## config.mk

```make
export PLATFORM = sky130hd
export DESIGN_NAME = gost34_12_2015_magma_core_flat
export DESIGN_NICKNAME = d
export VERILOG_FILES = /design/src/rtl/gost34_12_2015_magma_core_if.sv /design/src/rtl/gost34_12_2015_magma_core.sv /design/src/flat_wrapper.sv
export SDC_FILE = /design/constraint.sdc
export NUM_CORES = 1
export LEC_CHECK = 0
export BUFFER_PORTS_ARGS = -buffer_cell sky130_fd_sc_hd__buf_2
export CAP_MARGIN = 5
export CORE_AREA = 2 2 350 352
export CTS_CLUSTER_DIAMETER = 30
export DETAILED_ROUTE_END_ITERATION = 10
export DIE_AREA = 0 0 352 354
export PLACE_DENSITY = 0.45
export SLEW_MARGIN = 20
export SYNTH_ARGS = -nofsm -noshare
export SYNTH_HDL_FRONTEND = slang
export SYNTH_SLANG_ARGS = --single-unit
export TNS_END_PERCENT = 50
```

## constraint.sdc

```tcl
create_clock -name aclk -period 6.1 [get_ports aclk]
set_input_delay 0.305 -clock aclk [delete_from_list [all_inputs] [get_ports aclk]]
set_output_delay 0.305 -clock aclk [all_outputs]
set_load 0.05 [all_outputs]
```

## src/rtl/gost34_12_2015_magma_core_if.sv

```systemverilog
// Block-in / result-out handshake bundle for gost34_12_2015_magma_core.
// The core connects via the slave modport; the block supplier and result consumer use master.
interface gost34_12_2015_magma_core_if;
  logic         s_valid;
  logic         s_ready;
  logic [255:0] s_key;
  logic         s_decrypt;
  logic [63:0]  s_data;
  logic         m_valid;
  logic         m_ready;
  logic [63:0]  m_data;

  modport slave (
    input  s_valid, s_key, s_decrypt, s_data, m_ready,
    output s_ready, m_valid, m_data
  );

  modport master (
    output s_valid, s_key, s_decrypt, s_data, m_ready,
    input  s_ready, m_valid, m_data
  );
endinterface

```

## src/rtl/gost34_12_2015_magma_core.sv

```systemverilog
// GOST R 34.12-2015 Magma (64-bit block) iterative core, UNROLL rounds per clock.
// Define GOST_MAGMA_DEFAULT_SBOX_EN to hardwire the tc26-Z S-box and ignore the sbox port.
module gost34_12_2015_magma_core #(
  parameter int UNROLL = 1
) (
  input  logic                        aclk,
  input  logic                        aresetn,
  input  logic [511:0]                sbox,
  gost34_12_2015_magma_core_if.slave  bus
);

  if (!(UNROLL == 1 || UNROLL == 2 || UNROLL == 4 || UNROLL == 8)) begin : g_bad_unroll
    $error("gost34_12_2015_magma_core: UNROLL must be 1, 2, 4 or 8");
  end

  localparam logic [5:0] LAST_BASE = 6'(32 - UNROLL);

  typedef enum logic [1:0] {
    IDLE = 2'd0,
    RUN  = 2'd1,
    DONE = 2'd2
  } state_t;

  state_t        r_state;
  state_t        w_state_next;
  logic          r_armed;
  logic [5:0]    r_round;
  logic [31:0]   r_a1;
  logic [31:0]   r_a0;
  logic [255:0]  r_key;
  logic          r_dec;
  logic [63:0]   r_result;

  logic [511:0]  w_sbox;
  logic          w_accept;
  logic          w_last;
  logic [31:0]   w_a1;
  logic [31:0]   w_a0;
  logic [31:0]   w_f;
  logic [31:0]   w_tmp;
  logic [4:0]    w_rnd;

`ifdef GOST_MAGMA_DEFAULT_SBOX_EN
  // id-tc26-gost-28147-param-Z: slice i holds pi_i, entry 15 in the top nibble.
  localparam logic [511:0] TC26_Z = {
    64'h1F307D8E9B5A264C, 64'hF0DB74E1C5A93286,
    64'h069C471EDAF2853B, 64'hB9E35A076F4D128C,
    64'hC24BE390D618A5F7, 64'h0E34187BAC296FD5,
    64'h73AD0B4FC19652E8, 64'h2BC96AF43850DE71
  };
  assign w_sbox = TC26_Z;
`else
  assign w_sbox = sbox;
`endif

  // g[k](a): add key mod 2^32, substitute each nibble, rotate left by 11.
  function automatic logic [31:0] f_g(input logic [31:0] a, input logic [31:0] k,
                                      input logic [511:0] tbl);
    logic [31:0] t;
    logic [31:0] s;
    logic [63:0] row;
    t = a + k;
    s = '0;
    for (int i = 0; i < 8; i++) begin
      row          = tbl[511 - 64*i -: 64];
      s[4*i +: 4]  = row[{t[4*i +: 4], 2'b00} +: 4];
    end
    return {s[20:0], s[31:21]};
  endfunction

  // Rounds 0..23 (encrypt) or 0..7 (decrypt) walk K1..K8 forward; the rest walk K8..K1.
  function automatic logic [31:0] f_round_key(input logic [255:0] key, input logic [4:0] rnd,
                                              input logic dec);
    logic       fwd;
    logic [2:0] idx;
    fwd = dec ? (rnd < 5'd8) : (rnd < 5'd24);
    idx = fwd ? rnd[2:0] : ~rnd[2:0];
    return key[{~idx, 5'b00000} +: 32];
  endfunction

  // NOTE: blocking assignments here are deliberate: they chain UNROLL rounds
  // combinationally within one cycle, each round seeing the previous one's result.
  always_comb begin
    w_a1  = r_a1;
    w_a0  = r_a0;
    w_f   = '0;
    w_tmp = '0;
    w_rnd = '0;
    for (int u = 0; u < UNROLL; u++) begin
      w_rnd = 5'(r_round) + 5'(u);
      w_f   = f_g(w_a0, f_round_key(r_key, w_rnd, r_dec), w_sbox);
      if (w_rnd == 5'd31) begin
        w_a1 = w_f ^ w_a1;
      end else begin
        w_tmp = w_a0;
        w_a0  = w_f ^ w_a1;
        w_a1  = w_tmp;
      end
    end
  end

  assign w_accept = (r_state == IDLE) && r_armed && bus.s_valid;
  assign w_last   = (r_state == RUN) && (r_round == LAST_BASE);

  // r_armed keeps s_ready low until the first clock edge after reset release.
  always_ff @(posedge aclk or negedge aresetn) begin
    if (!aresetn) begin
      r_state <= IDLE;
      r_armed <= 1'b0;
    end else begin
      r_state <= w_state_next;
      r_armed <= 1'b1;
    end
  end

  // NOTE: every output and next-state value gets a default before the case,
  // so no path through this block can leave a signal unassigned (no latches).
  always_comb begin
    w_state_next = r_state;
    bus.s_ready  = 1'b0;
    bus.m_valid  = 1'b0;
    case (r_state)
      IDLE: begin
        bus.s_ready = r_armed;
        if (w_accept) w_state_next = RUN;
      end
      RUN: begin
        if (w_last) w_state_next = DONE;
      end
      DONE: begin
        bus.m_valid = 1'b1;
        if (bus.m_ready) w_state_next = IDLE;
      end
      default: w_state_next = IDLE;
    endcase
  end

  // NOTE: key and block registers are cleared on reset so a discarded block
  // leaves no key material behind; nothing here is a RAM, so this is cheap.
  always_ff @(posedge aclk or negedge aresetn) begin
    if (!aresetn) begin
      r_round  <= '0;
      r_a1     <= '0;
      r_a0     <= '0;
      r_key    <= '0;
      r_dec    <= 1'b0;
      r_result <= '0;
    end else if (w_accept) begin
      r_a1    <= bus.s_data[63:32];
      r_a0    <= bus.s_data[31:0];
      r_key   <= bus.s_key;
      r_dec   <= bus.s_decrypt;
      r_round <= '0;
    end else if (r_state == RUN) begin
      r_a1    <= w_a1;
      r_a0    <= w_a0;
      r_round <= r_round + 6'(UNROLL);
      if (w_last) r_result <= {w_a1, w_a0};
    end
  end

  assign bus.m_data = r_result;

endmodule

```

## src/flat_wrapper.sv

```systemverilog
// flat-port wrapper written by rule: the top's interface ports become plain ports
module gost34_12_2015_magma_core_flat 
#(
  parameter int UNROLL = 1
)
  (aclk, aresetn, sbox, bus_s_valid, bus_s_key, bus_s_decrypt, bus_s_data, bus_m_ready, bus_s_ready, bus_m_valid, bus_m_data);
  gost34_12_2015_magma_core_if bus_i ();
  input  logic aclk;
  input  logic aresetn;
  input  logic [511:0] sbox;
  input wire logic [$bits(bus_i.s_valid)-1:0] bus_s_valid;
  input wire logic [$bits(bus_i.s_key)-1:0] bus_s_key;
  input wire logic [$bits(bus_i.s_decrypt)-1:0] bus_s_decrypt;
  input wire logic [$bits(bus_i.s_data)-1:0] bus_s_data;
  input wire logic [$bits(bus_i.m_ready)-1:0] bus_m_ready;
  output wire logic [$bits(bus_i.s_ready)-1:0] bus_s_ready;
  output wire logic [$bits(bus_i.m_valid)-1:0] bus_m_valid;
  output wire logic [$bits(bus_i.m_data)-1:0] bus_m_data;
  assign bus_i.s_valid = bus_s_valid;
  assign bus_i.s_key = bus_s_key;
  assign bus_i.s_decrypt = bus_s_decrypt;
  assign bus_i.s_data = bus_s_data;
  assign bus_i.m_ready = bus_m_ready;
  assign bus_s_ready = bus_i.s_ready;
  assign bus_m_valid = bus_i.m_valid;
  assign bus_m_data = bus_i.m_data;
  gost34_12_2015_magma_core #(.UNROLL(UNROLL)) u_core (.aclk(aclk), .aresetn(aresetn), .sbox(sbox), .bus(bus_i));
endmodule
```

==> results.ini <==
[run_status]
status = finished, final reports clean

[die]
core_mm2 = 0.121
ioPinCount = 903
initial_utilization = 0.195
dieWidth_um = 352
die_h_um = 354
die_area_mm2 = 0.125
placementRows = 128

[sta]
final_critical_path_required_period_ns = 5.98
slew-limit-headroom = 0.333
slew_viol_final = 0
layout_worst_path_cycle_share = 0.980
finalSetupViolations = 0
final_hold_viol_count = 0
timing_worst_slew_pin_value_ns = 1.00
clock.fmax_mhz = 167
grt_setup_unrepaired = yes
skew_ns = 0.0985

[layout]
commonest_non_fill_non_tap_cell_in_the_layout = sky130_fd_sc_hd__buf_2
layout.nets = 4590
postLayoutCoreUtil = 0.327
share_of_post_route_cells_with_drive_strength_above_1 = 0.421
fin_area_mm2 = 0.0395
most-common-layout-cells = sky130_fd_sc_hd__buf_2, sky130_fd_sc_hd__nand2_1, sky130_fd_sc_hd__dfrtp_1, sky130_fd_sc_hd__dlygate4sd3_1, sky130_fd_sc_hd__mux4_2
flow.area_growth_from_synthesis_pct = 67.2

[critical_path]
worst_path_most_repeated_cell = sky130_fd_sc_hd__buf_12
cpMaxStageDelayCell = sky130_fd_sc_hd__mux4_2
cpPeakStageDelay_ns = 0.60
critical_path_class = reg -> reg
worstReg2RegStart = u_core.r_dec
critical_path.endpoint_type = flop
critical_path_peak_fanout = 8
regToRegSetupSlack_ns = 0.12
worstRegToRegCells = 23
arrival_ns = 6.52
crit_path_cell_trace = maj3_2 -> xnor2_4 -> buf_12 -> buf_12 -> buf_4 -> mux4_2 -> mux2_2 -> ha_4 -> nand4_1 -> buf_4 -> a211o_1 -> a21bo_4 -> nand2_2 -> xor2_4 -> buf_12 -> buf_12 -> mux4_2 -> mux4_2 -> xnor2_1 -> buf_4 -> nor2_1 -> a21oi_1 -> o21ai_0
critPathRequiredTime_ns = 6.64
timing.critical_path.from_type = flop
critical_path.reg2reg.endpoint = u_core.bus.m_data[30]

[global_route]
grt_overflow_total = 0
first_global_vias = 25600
grt_first_pass_wirelength_mm = 176
total_routing_usage_reported_by_global_routing = 0.192
pin_count_of_the_biggest_net_entering_global_routing = 164
antenna_found_initial = 51

[clocking]
tritoncts.num_buffers = 114
cts_sinks = 394
clock_tree.htree_level_count = 3
cts.reportedPaths.clkPinSlew_ns = 0.04
insertion_delay_ns = 0.70
ctsRootBufferMaster = sky130_fd_sc_hd__clkbuf_16
clock_tree.buffer_depth = 3
clock_tree_from_tritoncts = built

[place]
last_weighted_congestion_value_of_the_routability_driven_placer = 0.935
hpwlAfterDp_mm = 96.4
detailed_place.area_mm2 = 0.0311
io_buffers = 902

[min_path]
hold_path.startpoint = bus_s_data[40]
worst_hold_path_type = in -> reg
hold_depth = 3
timing.hold.worst_endpoint = u_core.r_a1[8]

[synthesis]
postSynthAreaPerCell_um2 = 9.99
syn_area_mm2 = 0.0236
yosys_register_bits = 394
ys_async_sr_fraction = 1.00
ys_seq_area_frac = 0.417
syn_nets = 3236
ys.warnings.count = 0
synth-edff-count = 0
number_of_instances_in_the_synthesized_netlist = 2364
synthDistinctLibCells = 60
synthFlopType = sky130_fd_sc_hd__dfrtp_1

[drt]
detail_route.drc_violations = 0
first_pass_iters = 5
post_detailed_routing_wire_length_mm = 124
total_via_count_in_the_routed_design = 24400
drt-wirelength-per-cell_um = 22.7
initial_drt_markers = 1769
via_per_inst = 4.47
drt.antenna.violating_nets = 0

[job]
maxCapViolCount = 0

[cell type report]
| type | instances | area, um2 |
|---|---|---|
| antenna | 29 | 72.6 |
| clock buffer | 165 | 3410 |
| clock inverter | 51 | 692 |
| fill | 12500 | 81400 |
| inverter | 5 | 18.8 |
| multi-input combinational | 1806 | 13800 |
| sequential | 394 | 9860 |
| tap | 1625 | 2030 |
| timing repair buffer | 1397 | 9590 |
[flip-flops by register name, indices dropped and copies added (netlist names)]
name and count:
u_core.r_key 256, u_core.bus.m_data 64, u_core.r_a0 32, u_core.r_a1 32, u_core.r_round 6, u_core.r_state 2, u_core.r_armed 1, u_core.r_dec 1
[metal layers]
metal / wire length [um] / global-route usage / share of wire
met1: 52800 / 0.246 / 0.42
met2: 60000 / 0.318 / 0.48
met3: 7250 / 0.0364 / 0.058
met4: 4230 / 0.0743 / 0.034
met5: 48 / 0 / 0.00039
[synth_stat cells, types with 9 or more instances]
master / n / share of area
sky130_fd_sc_hd__clkbuf_1: 138 / 0.022
sky130_fd_sc_hd__and3_1: 13 / 0.0034
sky130_fd_sc_hd__o22ai_1: 16 / 0.0042
sky130_fd_sc_hd__mux4_2: 186 / 0.18
sky130_fd_sc_hd__dfrtp_1: 394 / 0.42
sky130_fd_sc_hd__nand2_1: 869 / 0.14
sky130_fd_sc_hd__xnor2_1: 44 / 0.016
sky130_fd_sc_hd__o21ai_0: 137 / 0.029
sky130_fd_sc_hd__a21o_1: 15 / 0.0048
sky130_fd_sc_hd__buf_1: 9 / 0.0014
sky130_fd_sc_hd__a21oi_1: 66 / 0.014
sky130_fd_sc_hd__nand3_1: 31 / 0.0066
sky130_fd_sc_hd__mux2_2: 44 / 0.021
sky130_fd_sc_hd__nor3_1: 10 / 0.0021
sky130_fd_sc_hd__ha_1: 34 / 0.018
sky130_fd_sc_hd__nor2_1: 29 / 0.0046
sky130_fd_sc_hd__xor2_1: 23 / 0.0085
sky130_fd_sc_hd__mux2i_1: 93 / 0.039
sky130_fd_sc_hd__a222oi_1: 12 / 0.0051
sky130_fd_sc_hd__a211oi_1: 9 / 0.0029
sky130_fd_sc_hd__a22oi_1: 45 / 0.014
sky130_fd_sc_hd__nor3b_1: 26 / 0.0083
sky130_fd_sc_hd__or3_1: 11 / 0.0029
[cell families after synthesis]
logic type | share of synthesized area
AND/OR/NAND/NOR | 0.176
flip-flops | 0.417
AO/OA/AOI/OAI | 0.0917
multiplexers | 0.242
buffers and inverters | 0.0273
XOR/XNOR | 0.0255
adder cells (fa/ha/maj) | 0.0193
other | 0.000159
[critical path: cells and delay by family (launching register included)]
kind	cells	cell delay (ns)
compound gates	4	0.80
mux	4	2.01
flops	1	0.38
simple gates	3	0.35
fa+ha+maj	2	0.67
xor+xnor	3	0.52
buf+inv	7	1.07
[stage by stage]
stage          setup slack (ns)  TNS [ns]  hold WS (ns)  cells
6_report                  0.119         0        0.0544   5472
5_1_grt                  -0.120    -0.731        0.0357   5465
4_1_cts                 -0.0114   -0.0114        0.0100   5426
3_5_place_dp             -0.547     -8.66         0.403   4880
3_3_place_gp             -0.558     -9.51         0.408   4880
2_1_floorplan           0.00481         0       0.00941   2364
[worst max-delay path by stage]
| stage | from | to | slack (ns) | cells after the start |
|---|---|---|---|---|
| floorplan | u_core.r_round[3] | u_core.r_a1[10] | 0.005 | 21 |
| finish | u_core.r_dec | u_core.bus.m_data[30] | 0.12 | 23 |
| global route | u_core.r_dec | u_core.bus.m_data[30] | -0.12 | 23 |
| global placement | u_core.r_dec | u_core.bus.m_data[42] | -0.56 | 22 |
| CTS | u_core.r_round[3] | u_core.r_a1[8] | -0.01 | 23 |
| detailed placement | u_core.r_dec | u_core.r_a1[8] | -0.55 | 22 |
[repair_timing]
action / 4_1_cts / 5_1_grt
endpoints found under the setup margin: 45 / 82
resized for setup: 47 / 71
hold buffers: 320 / 0
gates cloned: 3 / 3
buffers inserted: 9 / 17
pin swaps: 15 / 29
endpoints found under the hold margin: 411 / 0
Power is left out: the tool's default activity adds up to more than one toggle a clock period on the data nets, which glitch-free logic cannot reach.
